### config.mk
export PLATFORM = sky130hd
export DESIGN_NAME = reg_rd
export DESIGN_NICKNAME = d
export VERILOG_FILES = /design/src/rtl/reg_rd.sv
export SDC_FILE = /design/constraint.sdc
export NUM_CORES = 1
export LEC_CHECK = 0
export CORE_UTILIZATION = 25
export DETAILED_ROUTE_END_ITERATION = 8
export PLACE_DENSITY = 0.53
export SYNTH_ARGS = -nofsm -noshare
export SYNTH_HDL_FRONTEND = slang
export SYNTH_SLANG_ARGS = --single-unit
### constraint.sdc
create_clock -name CLK_RD -period 2.35 [get_ports CLK_RD]
set_clock_uncertainty 0.1 [all_clocks]
set_input_delay 0.47 -clock CLK_RD [delete_from_list [all_inputs] [get_ports CLK_RD]]
set_output_delay 0.47 -clock CLK_RD [all_outputs]
set_load 0.02 [all_outputs]
### src/rtl/reg_rd.sv
// ---------------------------------------------------------------------------
// reg_rd : operand-read stage of the cpu15 pipeline.
//
// Reads two source operands out of the 8 x DATA_W register file (presented
// as the REG_0..REG_7 buses), forwards a same-cycle write-back value, and
// keeps an 8-bit scoreboard of destination writes that have been issued but
// not yet retired by the write-back stage. Instructions whose A/destination
// or B register has a write in flight are stalled. The selected operands
// and the decoded instruction fields are registered and handed to the
// execute stage over a valid/ready handshake.
//
// Ports:
//   CLK_RD       stage clock, shared with the write-back stage
//   RESET        synchronous active-high reset
//   INSN_VALID   upstream instruction valid
//   INSN_READY   stage accepts an instruction this cycle
//   INSN         [15:11] opcode, [10:8] N_A/dest, [7:5] N_B, [7:0] imm8
//   INSN_WR      instruction writes register INSN[10:8]
//   REG_0..REG_7 current register file contents
//   WB_N_REG     write-back target register
//   WB_REG_IN    write-back data
//   WB_REG_WEN   write-back enable; also retires the scoreboard bit
//   OP_VALID     operand bundle valid
//   OP_READY     execute stage accepts the bundle
//   OP_A / OP_B  operand values of INSN[10:8] / INSN[7:5]
//   OP_CODE      latched opcode
//   OP_IMM       latched imm8
//   OP_N_DST     latched destination register number
//   OP_WR        latched INSN_WR
//   SB_PEND      scoreboard, bit n = write to register n in flight
// ---------------------------------------------------------------------------
module reg_rd #(
  parameter int DATA_W = 16,
  parameter bit SB_EN  = 1'b1
) (
  input  logic              CLK_RD,
  input  logic              RESET,
  input  logic              INSN_VALID,
  output logic              INSN_READY,
  input  logic [15:0]       INSN,
  input  logic              INSN_WR,
  input  logic [DATA_W-1:0] REG_0,
  input  logic [DATA_W-1:0] REG_1,
  input  logic [DATA_W-1:0] REG_2,
  input  logic [DATA_W-1:0] REG_3,
  input  logic [DATA_W-1:0] REG_4,
  input  logic [DATA_W-1:0] REG_5,
  input  logic [DATA_W-1:0] REG_6,
  input  logic [DATA_W-1:0] REG_7,
  input  logic [2:0]        WB_N_REG,
  input  logic [DATA_W-1:0] WB_REG_IN,
  input  logic              WB_REG_WEN,
  output logic              OP_VALID,
  input  logic              OP_READY,
  output logic [DATA_W-1:0] OP_A,
  output logic [DATA_W-1:0] OP_B,
  output logic [4:0]        OP_CODE,
  output logic [7:0]        OP_IMM,
  output logic [2:0]        OP_N_DST,
  output logic              OP_WR,
  output logic [7:0]        SB_PEND
);

  // 3-to-8 one-hot decode of a register number.
  function automatic logic [7:0] dec3(input logic [2:0] n);
    logic [7:0] oh;
    case (n)
      3'd0:    oh = 8'b0000_0001;
      3'd1:    oh = 8'b0000_0010;
      3'd2:    oh = 8'b0000_0100;
      3'd3:    oh = 8'b0000_1000;
      3'd4:    oh = 8'b0001_0000;
      3'd5:    oh = 8'b0010_0000;
      3'd6:    oh = 8'b0100_0000;
      3'd7:    oh = 8'b1000_0000;
      default: oh = 8'b0000_0000;
    endcase
    return oh;
  endfunction

  // Instruction field decode
  logic [4:0]        code_s;
  logic [2:0]        n_a_s;
  logic [2:0]        n_b_s;
  logic [7:0]        imm_s;

  // Register file view and operand selection
  logic [DATA_W-1:0] reg_bus_s [8];
  logic [DATA_W-1:0] src_a_s;
  logic [DATA_W-1:0] src_b_s;

  // Scoreboard / handshake
  logic [7:0]        clr_s;
  logic [7:0]        pend_eff_s;
  logic [7:0]        set_s;
  logic [7:0]        sb_next_s;
  logic              haz_s;
  logic              insn_ready_s;
  logic              accept_s;

  // Pipeline registers
  logic              op_valid_r;
  logic [DATA_W-1:0] op_a_r;
  logic [DATA_W-1:0] op_b_r;
  logic [4:0]        op_code_r;
  logic [7:0]        op_imm_r;
  logic [2:0]        op_n_dst_r;
  logic              op_wr_r;
  logic [7:0]        sb_pend_r;

  assign code_s = INSN[15:11];
  assign n_a_s  = INSN[10:8];
  assign n_b_s  = INSN[7:5];
  assign imm_s  = INSN[7:0];

  assign reg_bus_s[0] = REG_0;
  assign reg_bus_s[1] = REG_1;
  assign reg_bus_s[2] = REG_2;
  assign reg_bus_s[3] = REG_3;
  assign reg_bus_s[4] = REG_4;
  assign reg_bus_s[5] = REG_5;
  assign reg_bus_s[6] = REG_6;
  assign reg_bus_s[7] = REG_7;

  // Operand A select: a write-back landing this cycle beats the stale bus value.
  always_comb begin
    src_a_s = reg_bus_s[n_a_s];
    if (WB_REG_WEN && (WB_N_REG == n_a_s)) begin
      src_a_s = WB_REG_IN;
    end else begin
      src_a_s = reg_bus_s[n_a_s];
    end
  end

  // Operand B select: same forwarding rule as operand A.
  always_comb begin
    src_b_s = reg_bus_s[n_b_s];
    if (WB_REG_WEN && (WB_N_REG == n_b_s)) begin
      src_b_s = WB_REG_IN;
    end else begin
      src_b_s = reg_bus_s[n_b_s];
    end
  end

  // Hazard detect: a bit retiring this cycle is no longer a hazard because
  // its value is forwarded. Checking N_A covers both RAW on A and WAW on
  // the destination.
  always_comb begin
    clr_s      = 8'h00;
    pend_eff_s = 8'h00;
    haz_s      = 1'b0;
    if (WB_REG_WEN) begin
      clr_s = dec3(WB_N_REG);
    end else begin
      clr_s = 8'h00;
    end
    pend_eff_s = sb_pend_r & ~clr_s;
    if (SB_EN) begin
      haz_s = pend_eff_s[n_a_s] | pend_eff_s[n_b_s];
    end else begin
      haz_s = 1'b0;
    end
  end

  // Handshake: ready does not look at INSN_VALID so upstream may wait on it.
  always_comb begin
    insn_ready_s = ~RESET & ~haz_s & (~op_valid_r | OP_READY);
    accept_s     = INSN_VALID & insn_ready_s;
  end

  // Scoreboard next state: OR-ing set after the clear lets a same-cycle
  // issue to a retiring register keep its bit.
  always_comb begin
    set_s     = 8'h00;
    sb_next_s = 8'h00;
    if (accept_s && INSN_WR) begin
      set_s = dec3(n_a_s);
    end else begin
      set_s = 8'h00;
    end
    sb_next_s = (sb_pend_r & ~clr_s) | set_s;
  end

  // Scoreboard register.
  always_ff @(posedge CLK_RD) begin
    if (RESET) begin
      sb_pend_r <= 8'h00;
    end else begin
      sb_pend_r <= sb_next_s;
    end
  end

  // Operand bundle register: loads on accept, drops valid when consumed,
  // otherwise holds every field stable.
  always_ff @(posedge CLK_RD) begin
    if (RESET) begin
      op_valid_r <= 1'b0;
      op_a_r     <= {DATA_W{1'b0}};
      op_b_r     <= {DATA_W{1'b0}};
      op_code_r  <= 5'd0;
      op_imm_r   <= 8'h00;
      op_n_dst_r <= 3'd0;
      op_wr_r    <= 1'b0;
    end else if (accept_s) begin
      op_valid_r <= 1'b1;
      op_a_r     <= src_a_s;
      op_b_r     <= src_b_s;
      op_code_r  <= code_s;
      op_imm_r   <= imm_s;
      op_n_dst_r <= n_a_s;
      op_wr_r    <= INSN_WR;
    end else if (op_valid_r && OP_READY) begin
      op_valid_r <= 1'b0;
    end else begin
      op_valid_r <= op_valid_r;
    end
  end

  assign INSN_READY = insn_ready_s;
  assign OP_VALID   = op_valid_r;
  assign OP_A       = op_a_r;
  assign OP_B       = op_b_r;
  assign OP_CODE    = op_code_r;
  assign OP_IMM     = op_imm_r;
  assign OP_N_DST   = op_n_dst_r;
  assign OP_WR      = op_wr_r;
  assign SB_PEND    = sb_pend_r;

endmodule

=== After elaboration in Yosys (flattened, before gate mapping) ===
Memory sizes are Yosys's and may differ from the RTL's.
Cells that the tools add are included.

* Order comparisons: 4
* Equal/unequal tests: 2
* Mux-type cells: 16
* Bitwise gates (word level): 13
* Reduce and logical (&&, ||, !) cells: 5

{| class="wikitable"
|+ Operator list
! kind !! count
|-
| 16-bit binary-select mux with 3-bit select || 2
|-
| 16-bit 2-to-1 mux || 6
|-
| 8-bit 2-to-1 mux || 2
|-
| 8-bit AND || 1
|-
| 4-bit greater-or-equal comparator, second input constant || 2
|-
| 3-bit by 4-bit < comparator with 1-bit output, second input constant || 2
|-
| 3-bit inverter with 4-bit output || 2
|-
| 8-bit inverter || 1
|-
| 8-bit bitwise OR || 1
|-
| 1-bit binary-select mux with 3-bit select || 2
|-
| 3-bit equality test || 2
|-
| 1-bit logical AND || 4
|-
| 1-bit 2-to-1 mux || 4
|-
| 1-bit AND || 3
|-
| 1-bit inverter || 3
|-
| 1-bit bitwise OR || 2
|-
| 2-bit nonzero test || 1
|}

* Register bits after elaboration: 58
* Memory bits (read-only): 128
* Bits of input ports: 169
* Word-level logic and storage cells: 50
* Memories kept: 2

{| class="wikitable"
|+ Memories
! name !! depth !! bits a word !! read ports !! clocked after Yosys merged registers in !! wr ports !! line !! source
|-
| (name not given) || 8 || 8 || 1 || 0 || 0 || 67 || <nowiki>case (n)</nowiki>
|-
| (name not given) || 8 || 8 || 1 || 0 || 0 || 67 ||
|}

=== Depth between registers and ports, before layout ===
Gate-level depths: netlist (run 1).
An unclocked memory read counts as a cell.

* Word-level depth: 14
* Mapped depth: 8
* Mapped depth without buffers: 5

=== Least setup slack after synthesis (run 1) ===
Ideal clock, no wire load.

* Kind: input to output
* Start point: input port WB_N_REG[0]
* End point: output port INSN_READY
* Data arrival time: 1816 ps
* Data required time: 1780 ps
* Setup slack: -36 ps
* Stages on the path: 6
* Buffers on the path: 1
* Cells stage by stage: buf_2 or4b_4 a221oi_1 o21a_2 o21ai_0 inv_1

* Cells in the longest elaborated chain, start to end: 10
* Elaborated cells between the ends (all ways): 12
* Those cells by class: mux (5); bitwise (6); memory (1)

{| class="wikitable"
|+ RTL lines
! element !! line !! source
|-
| from (decl) || 50 || <nowiki>input logic [2:0] WB_N_REG,</nowiki>
|-
| memory read 8 x 8 bit (*) || n/a ||
|-
| 8-bit 2-to-1 mux (*) || 152 || <nowiki>if (WB_REG_WEN) begin</nowiki>
|-
| 8-bit inverter (*) || 157 || <nowiki>pend_eff_s = sb_pend_r & ~clr_s;</nowiki>
|-
| 8-bit AND (*) || 157 ||
|-
| 1-bit binary-select mux with 3-bit select || 159 || <nowiki>haz_s = pend_eff_s[n_a_s] | pend_eff_s[n_b_s];</nowiki>
|-
| 1-bit 2-to-1 mux (implied by the code) || 159 ||
|-
| 1-bit bitwise OR (*) || 159 ||
|-
| 1-bit inverter (*) || 167 || <nowiki>insn_ready_s = ~RESET & ~haz_s & (~op_valid_r | OP_READY);</nowiki>
|-
| 1-bit AND (*) (2 in a row) || 167 ||
|-
| to (decl) || 39 || <nowiki>output logic INSN_READY,</nowiki>
|}

Mark *: on every way between the ends. The rest lies on a longest branch, timed or not. The select of a mux whose other input is x is not followed.

=== Worst setup path in the final report (run 1) ===
Ends and elaborated chain as after synthesis.

==> qor.csv, run 1 <==
stage;metric;value;unit
run_status;status;complete, but fails checks;
run_status;failing checks;setup timing;
worst_hold_path;Hold Path Class;reg -> reg;
logic_synthesis;Cell variety after synth;33;
logic_synthesis;cell taking the most area after synthesis;mux4_2;
sta;unrepaired setup endpoints after global routing;true;
critical_path;CP Class;in -> out;
floorplanning;height of the die;141;µm
sta;period utilisation layout;101;%
critical_path;WP data required;1.78;ns
finish;fill count;1782;
logic_synthesis;syn nets;634;
global_routing;vias in the first global route;5126;
logic_synthesis;cell area after synthesis;4810;µm²
floorplanning;num rows;50;
logic_synthesis;Seq/Total Area, Yosys;24.1;%
placed_design;Post-DP HPWL;14300;µm
critical_path;Worst path max stage delay;0.56;ns
finish;most common cell after layout, fill and taps aside;clkdlybuf4s50_1;
placed_design;DP Cell Count;931;
sta;final worst slack;-0.0194;ns
floorplanning;die area;19800;µm²
floorplanning;I/O pin total;228;
logic_synthesis;yosys warns;0;
critical_path;CP arrival;1.80;ns
clocking;Clk pin slew, worst setup/hold paths;0.05;ns
route;vias;4810;
route;drt first pass iters;5;
clocking;CTS tree;yes;
logic_synthesis;Post-Syn Area per Cell;10.3;µm²
critical_path;Crit Path Max Fanout;3;
global_routing;largest net degree at the start of global routing;40;
floorplanning;DIE WIDTH;141;µm
power;Overall Power;3640;µW
sta;Max Freq;422;MHz
placed_design;port buffer count;227;
logic_synthesis;Mapped Cells;465;
clocking;clk_lat worst skew;0.32;ns
sta;Final Hold Viols;0;
sta;fin. max-slew vios;0;
global_routing;wire length of the first global-routing pass;28100;µm
power;VDD IR-drop max;0.239;mV
logic_synthesis;Synth top area share;30.4;%
power;pwr dens;456;nW/µm²
placed_design;GP Congestion;0.922;
global_routing;GRT Resource Usage Total;18.5;%
route;post-route ant nets;0;
critical_path;cell family with most CP delay;simple AND/OR/NAND/NOR gates;
clocking;Clock Sinks;58;
sta;Max-slew headroom;60.4;%
finish;nets;884;
logic_synthesis;top cells by area, synth;mux4_2 (30%), dfxtp_1 (24%), mux2i_1 (7.3%);
job;MaxCap Viol Count;0;
clocking;Num CTS Buffers;9;
finish;share of layout cells above drive strength 1;23.3;%
critical_path;critical path, cell by cell;buf_6 -> or4b_4 -> a32oi_1 -> mux4_2 -> o21ai_2 -> inv_2 -> buf_6;
floorplanning;Initial Utilization;25.6;%
finish;Ant. Diodes;0;
sta;min cycle time layout;2.37;ns
logic_synthesis;Yosys reg bits;58;
critical_path;WP buf/inv;3;
critical_path;most used cell, CP;buf_6;
finish;commonest cells after routing, fill and taps aside;clkdlybuf4s50_1 (216), mux4_2 (65), nand2_1 (65);
sta;Final setup viols;1;
finish;Layout area overhead;66.1;%
critical_path;Crit-path slowest cell;or4b_4;
global_routing;initial antenna violation count;0;
clocking;Clk Tree Root Cell;clkbuf_16;
sta;Slew @ Worst Pin;0.594;ns
clocking;H-Tree Depth;3;
power;leakage power;0.00319;µW
route;routed length per placed instance;19.1;µm
critical_path;startpoint class of the critical path;input pin;
global_routing;GR Overflow Total;0;
finish;Layout Cells excl Fill;954;
route;drt via density;5.04;
route;Initial DRC Count;286;
route;Post-Route WL;18300;µm
critical_path;CP endpoint kind;output pin;
route;Residual DRC;0;
clocking;deepest clock path buffer count;2;
floorplanning;Core ar.;18800;µm²
critical_path;register-to-register path setup slack;0.15;ns
power by group:
group          switching [µW]  internal (µW)  leakage [µW]  total, µW
logic                     578            781       0.00258       1360
clock network             434            736      0.000133       1170
registers                45.1           1070      0.000476       1120
total                    1060           2590       0.00319       3640
per-stage QoR:
step	worst slack [ns]	instance area, µm²	hold WS (ns)	TNS, ns	util, %
global route	-0.0536	8000	0.399	-0.0536	42.6
finish	-0.0194	8000	0.372	-0.0194	42.6
global placement	-0.841	7600	0.363	-28.52	40.5
floorplan	0.00627	4820	0.450	0	-
CTS	0.00939	7960	0.378	0	42.4
detailed placement	-0.827	7600	0.369	-30.95	40.5
registers in the layout, summed over array words and instances (netlist names):
register	flops
OP_IMM	8
OP_A	16
OP_CODE	5
OP_WR	1
SB_PEND	8
OP_N_DST	3
OP_B	16
OP_VALID	1
synthesized netlist by cell type:
cell        n
or2_2       1
nand4_1     3
xnor2_1     6
nor3_1      1
buf_2      13
dfxtp_1    58
a21oi_1     1
or4b_4      1
nor2b_1    23
and2_1      4
a32oi_1     4
buf_4       2
mux4_2     65
inv_1       2
buf_1       7
nand4b_1    3
o21a_2      1
mux2i_1    35
clkinv_1    2
nand4bb_1   3
buf_6       3
o41ai_2     8
o211ai_4    1
nor2_1      1
o211a_1     1
clkbuf_1   22
mux2_1     14
a221oi_1    4
nand2b_1   38
o21ai_0    33
nand2_1    65
nand3_1    32
nand3b_1    8
kinds of logic after synthesis:
kind of cell | Yosys count | synth area share [%]
flops | 58 | 24.1
buf+inv | 51 | 4.94
xor+xnor | 6 | 1.09
mux | 114 | 41.0
simple gates | 183 | 20.3
compound gates | 53 | 8.53
worst reg2reg max path: stages, from the launching register on:
cell and delay [ns]:
dfxtp_1 0.40, nor2b_1 0.20, a32oi_1 0.07, mux4_2 0.50, buf_4 0.16, o211ai_4 0.11, buf_4 0.22, mux2_1 0.33
cell type report:
type	count	area (µm²)	share of cell area (%)
clock inverters	3	15.0	0.188
inverters	4	15.0	0.188
repair buffers	286	2770	34.6
well taps	234	293	3.66
multi-input cells	356	3490	43.7
clock buffers	13	250	3.13
flip-flops and latches	58	1160	14.5
timing repair:
action | CTS | global route
buffers inserted | 6 | 0
endpoints found under the setup margin | 58 | 1
resized for setup | 32 | 5
pin swaps | 3 | 2
hold buffers | 0 | 0
gates cloned | 1 | 0
per-layer routing:
metal	wire length (µm)	track usage, %
met3	866	2.41
met2	8840	31.1
met4	389	6.86
met1	8170	24.3
met5	0	0
final timing paths:
path                         start                     end  cells past startpoint
max                    WB_N_REG[0]              INSN_READY                      7
max reg2reg  SB_PEND[5]$_SDFF_PP0_  OP_IMM[4]$_SDFFE_PP0P_                      7
min          OP_B[12]$_SDFFE_PP0P_   OP_B[12]$_SDFFE_PP0P_                      2
min reg2reg  OP_B[12]$_SDFFE_PP0P_   OP_B[12]$_SDFFE_PP0P_                      2
Power figures use the tool's default switching activity.
==> inputs of run 2 (changes only) <==
--- a/config.mk
+++ b/config.mk
@@ -5,9 +5,10 @@
 export SDC_FILE = /design/constraint.sdc
 export NUM_CORES = 1
 export LEC_CHECK = 0
-export CORE_UTILIZATION = 25
+export CORE_MARGIN = 2
+export CORE_UTILIZATION = 38
 export DETAILED_ROUTE_END_ITERATION = 8
-export PLACE_DENSITY = 0.53
+export PLACE_DENSITY = 0.76
 export SYNTH_ARGS = -nofsm -noshare
 export SYNTH_HDL_FRONTEND = slang
 export SYNTH_SLANG_ARGS = --single-unit
==> run 2 against run 1 <==
  * The run still ends with setup timing left
  * Core utilization up 23 points
  * Power up 1.9%
  * Register-to-register slack worse by 0.08 ns
  * Global-route usage up 7.3 points
  * Fmax down 1.5%
  * Clock power about the same
  * Critical endpoint unchanged
==> qor.csv, run 2 (synthesis gave the netlist of run 1 again) <==
stage;metric;value;unit
run_status;status;complete, but fails checks;
run_status;failing checks;setup timing;
sta;period utilisation layout;102;%
sta;Final setup viols;2;
clocking;Clk pin slew, worst setup/hold paths;0.05;ns
power;clock power share;32.1;%
global_routing;wire length of the first global-routing pass;26800;µm
finish;Layout area overhead;69.1;%
power;Pint;2650;µW
finish;area of the multi-input gates;3540;µm²
clocking;clk_lat worst skew;0.32;ns
critical_path;WP data required;1.78;ns
sta;Max-slew headroom;63.1;%
clocking;Clk Tree Root Cell;clkbuf_16;
power;Comb pwr share;37.8;%
finish;most common cell after layout, fill and taps aside;clkdlybuf4s50_1;
finish;commonest cells after routing, fill and taps aside;clkdlybuf4s50_1 (216), mux4_2 (65), nand2_1 (65);
finish;fill count;958;
sta;Slew @ Worst Pin;0.554;ns
floorplanning;DIE WIDTH;117;µm
route;routed length per placed instance;19.9;µm
critical_path;CP Class;in -> out;
floorplanning;I/O pin total;228;
route;post-route ant nets;0;
finish;share of layout cells above drive strength 1;26.6;%
clocking;CTS tree;yes;
sta;Max Freq;416;MHz
floorplanning;height of the die;117;µm
placed_design;GP Congestion;0.926;
route;Residual DRC;0;
global_routing;largest net degree at the start of global routing;34;
critical_path;Crit Path Max Fanout;8;
sta;min cycle time layout;2.40;ns
power;sequential group share of total power;30.0;%
floorplanning;Core ar.;12500;µm²
sta;unrepaired setup endpoints after global routing;true;
critical_path;startpoint class of the critical path;input pin;
global_routing;GR Overflow Total;0;
global_routing;GRT Resource Usage Total;25.9;%
clocking;Num CTS Buffers;9;
route;drt via density;5.54;
clocking;# hold bufs at CTS;0;
clocking;Clock Sinks;58;
floorplanning;num rows;41;
critical_path;CP arrival;1.83;ns
route;vias;4999;
sta;final worst slack;-0.0544;ns
placed_design;port buffer count;227;
clocking;deepest clock path buffer count;2;
finish;FF+latch area;1160;µm²
placed_design;placed cell area;7500;µm²
job;MaxCap Viol Count;0;
global_routing;initial antenna violation count;0;
power;Psw;1060;µW
floorplanning;die area;13600;µm²
route;Initial DRC Count;382;
clocking;H-Tree Depth;3;
sta;Final Hold Viols;0;
sta;fin. max-slew vios;0;
power;leakage power;0.00332;µW
finish;nets;895;
power;Switching Share;28.6;%
route;Post-Route WL;17900;µm
critical_path;CP endpoint kind;output pin;
power;VDD IR-drop max;0.295;mV
global_routing;vias in the first global route;5203;
finish;Ant. Diodes;0;
floorplanning;Initial Utilization;38.6;%
finish;fin area;8140;µm²
worst_hold_path;Hold Path Class;reg -> reg;
sta;hold slack;0.376;ns
placed_design;Post-DP HPWL;13300;µm
route;drt first pass iters;5;
power;pwr dens;456;nW/µm²
==> run 2: cell count changes in the layout (fill, tap and decap cells not counted), sizes merged <==
| cell | change |
|---|---|
| buf | +10 |
==> run 2: layer usage <==
| metal | up-vias | routed length (µm) | track usage (%) |
|---|---|---|---|
| met4 | 0 | 645 | 12.6 |
| met1 | 2398 | 7020 | 31.4 |
| li1 | 2280 | - | - |
| met5 | - | 0 | 0 |
| met3 | 58 | 1170 | 4.10 |
| met2 | 263 | 9110 | 44.9 |
==> run 2: path summary, 6_finish.rpt <==
kind | start | to | slack (ns) | cells past startpoint
setup / recovery | WB_N_REG[2] | INSN_READY | -0.05 | 8
hold / removal | OP_A[12]$_SDFFE_PP0P_ | OP_A[12]$_SDFFE_PP0P_ | 0.38 | 2
setup reg to reg | SB_PEND[4]$_SDFF_PP0_ | OP_B[14]$_SDFFE_PP0P_ | 0.07 | 9
hold reg to reg | OP_A[12]$_SDFFE_PP0P_ | OP_A[12]$_SDFFE_PP0P_ | 0.38 | 2
==> run 2: through the flow <==
stage | util, % | cells | worst slack (ns) | total power (µW) | TNS (ns)
after detailed placement | 60.2 | 866 | -0.872 | 2460 | -32.93
after CTS | 65.2 | 904 | -0.0251 | 3720 | -0.0251
after global routing | 65.3 | 902 | -0.0738 | 3870 | -0.679
final | 65.3 | 902 | -0.0544 | 3710 | -0.0573
after global placement | 60.2 | 866 | -0.844 | 2420 | -29.18
after floorplan | - | 465 | 0.00627 | 1790 | 0
==> run 2: what timing repair did <==
action | CTS | global route
gates resized for setup | 52 | 14
setup endpoints to repair | 58 | 56
pin swaps | 7 | 2
setup buffers | 20 | 1
gates cloned | 3 | 1
==> run 2: power groups by stage <==
stage / Sequential, µW / Clock (µW) / Combinational (µW)
floorplan: 1230 / 0 / 559
global placement: 1130 / 0 / 1290
detailed placement: 1130 / 0 / 1320
CTS: 1120 / 1210 / 1400
global route: 1120 / 1260 / 1490
finish: 1120 / 1190 / 1400
==> run 2: area by class of cell <==
type                    count  share of cell area [%]
multi-input cells         356                    43.5
repair buffers            297                    36.1
flip-flops and latches     58                    14.3
clock buffers              12                    3.15
well taps                 172                    2.64
clock inverters             3                   0.184
inverters                   4                   0.184
==> run 2: critical path, cell delays in order <==
cell,delay [ns]
buf_6,0.09
buf_6,0.12
nand4b_1,0.28
a221oi_2,0.38
o211a_1,0.26
o21ai_2,0.07
inv_2,0.05
buf_6,0.11
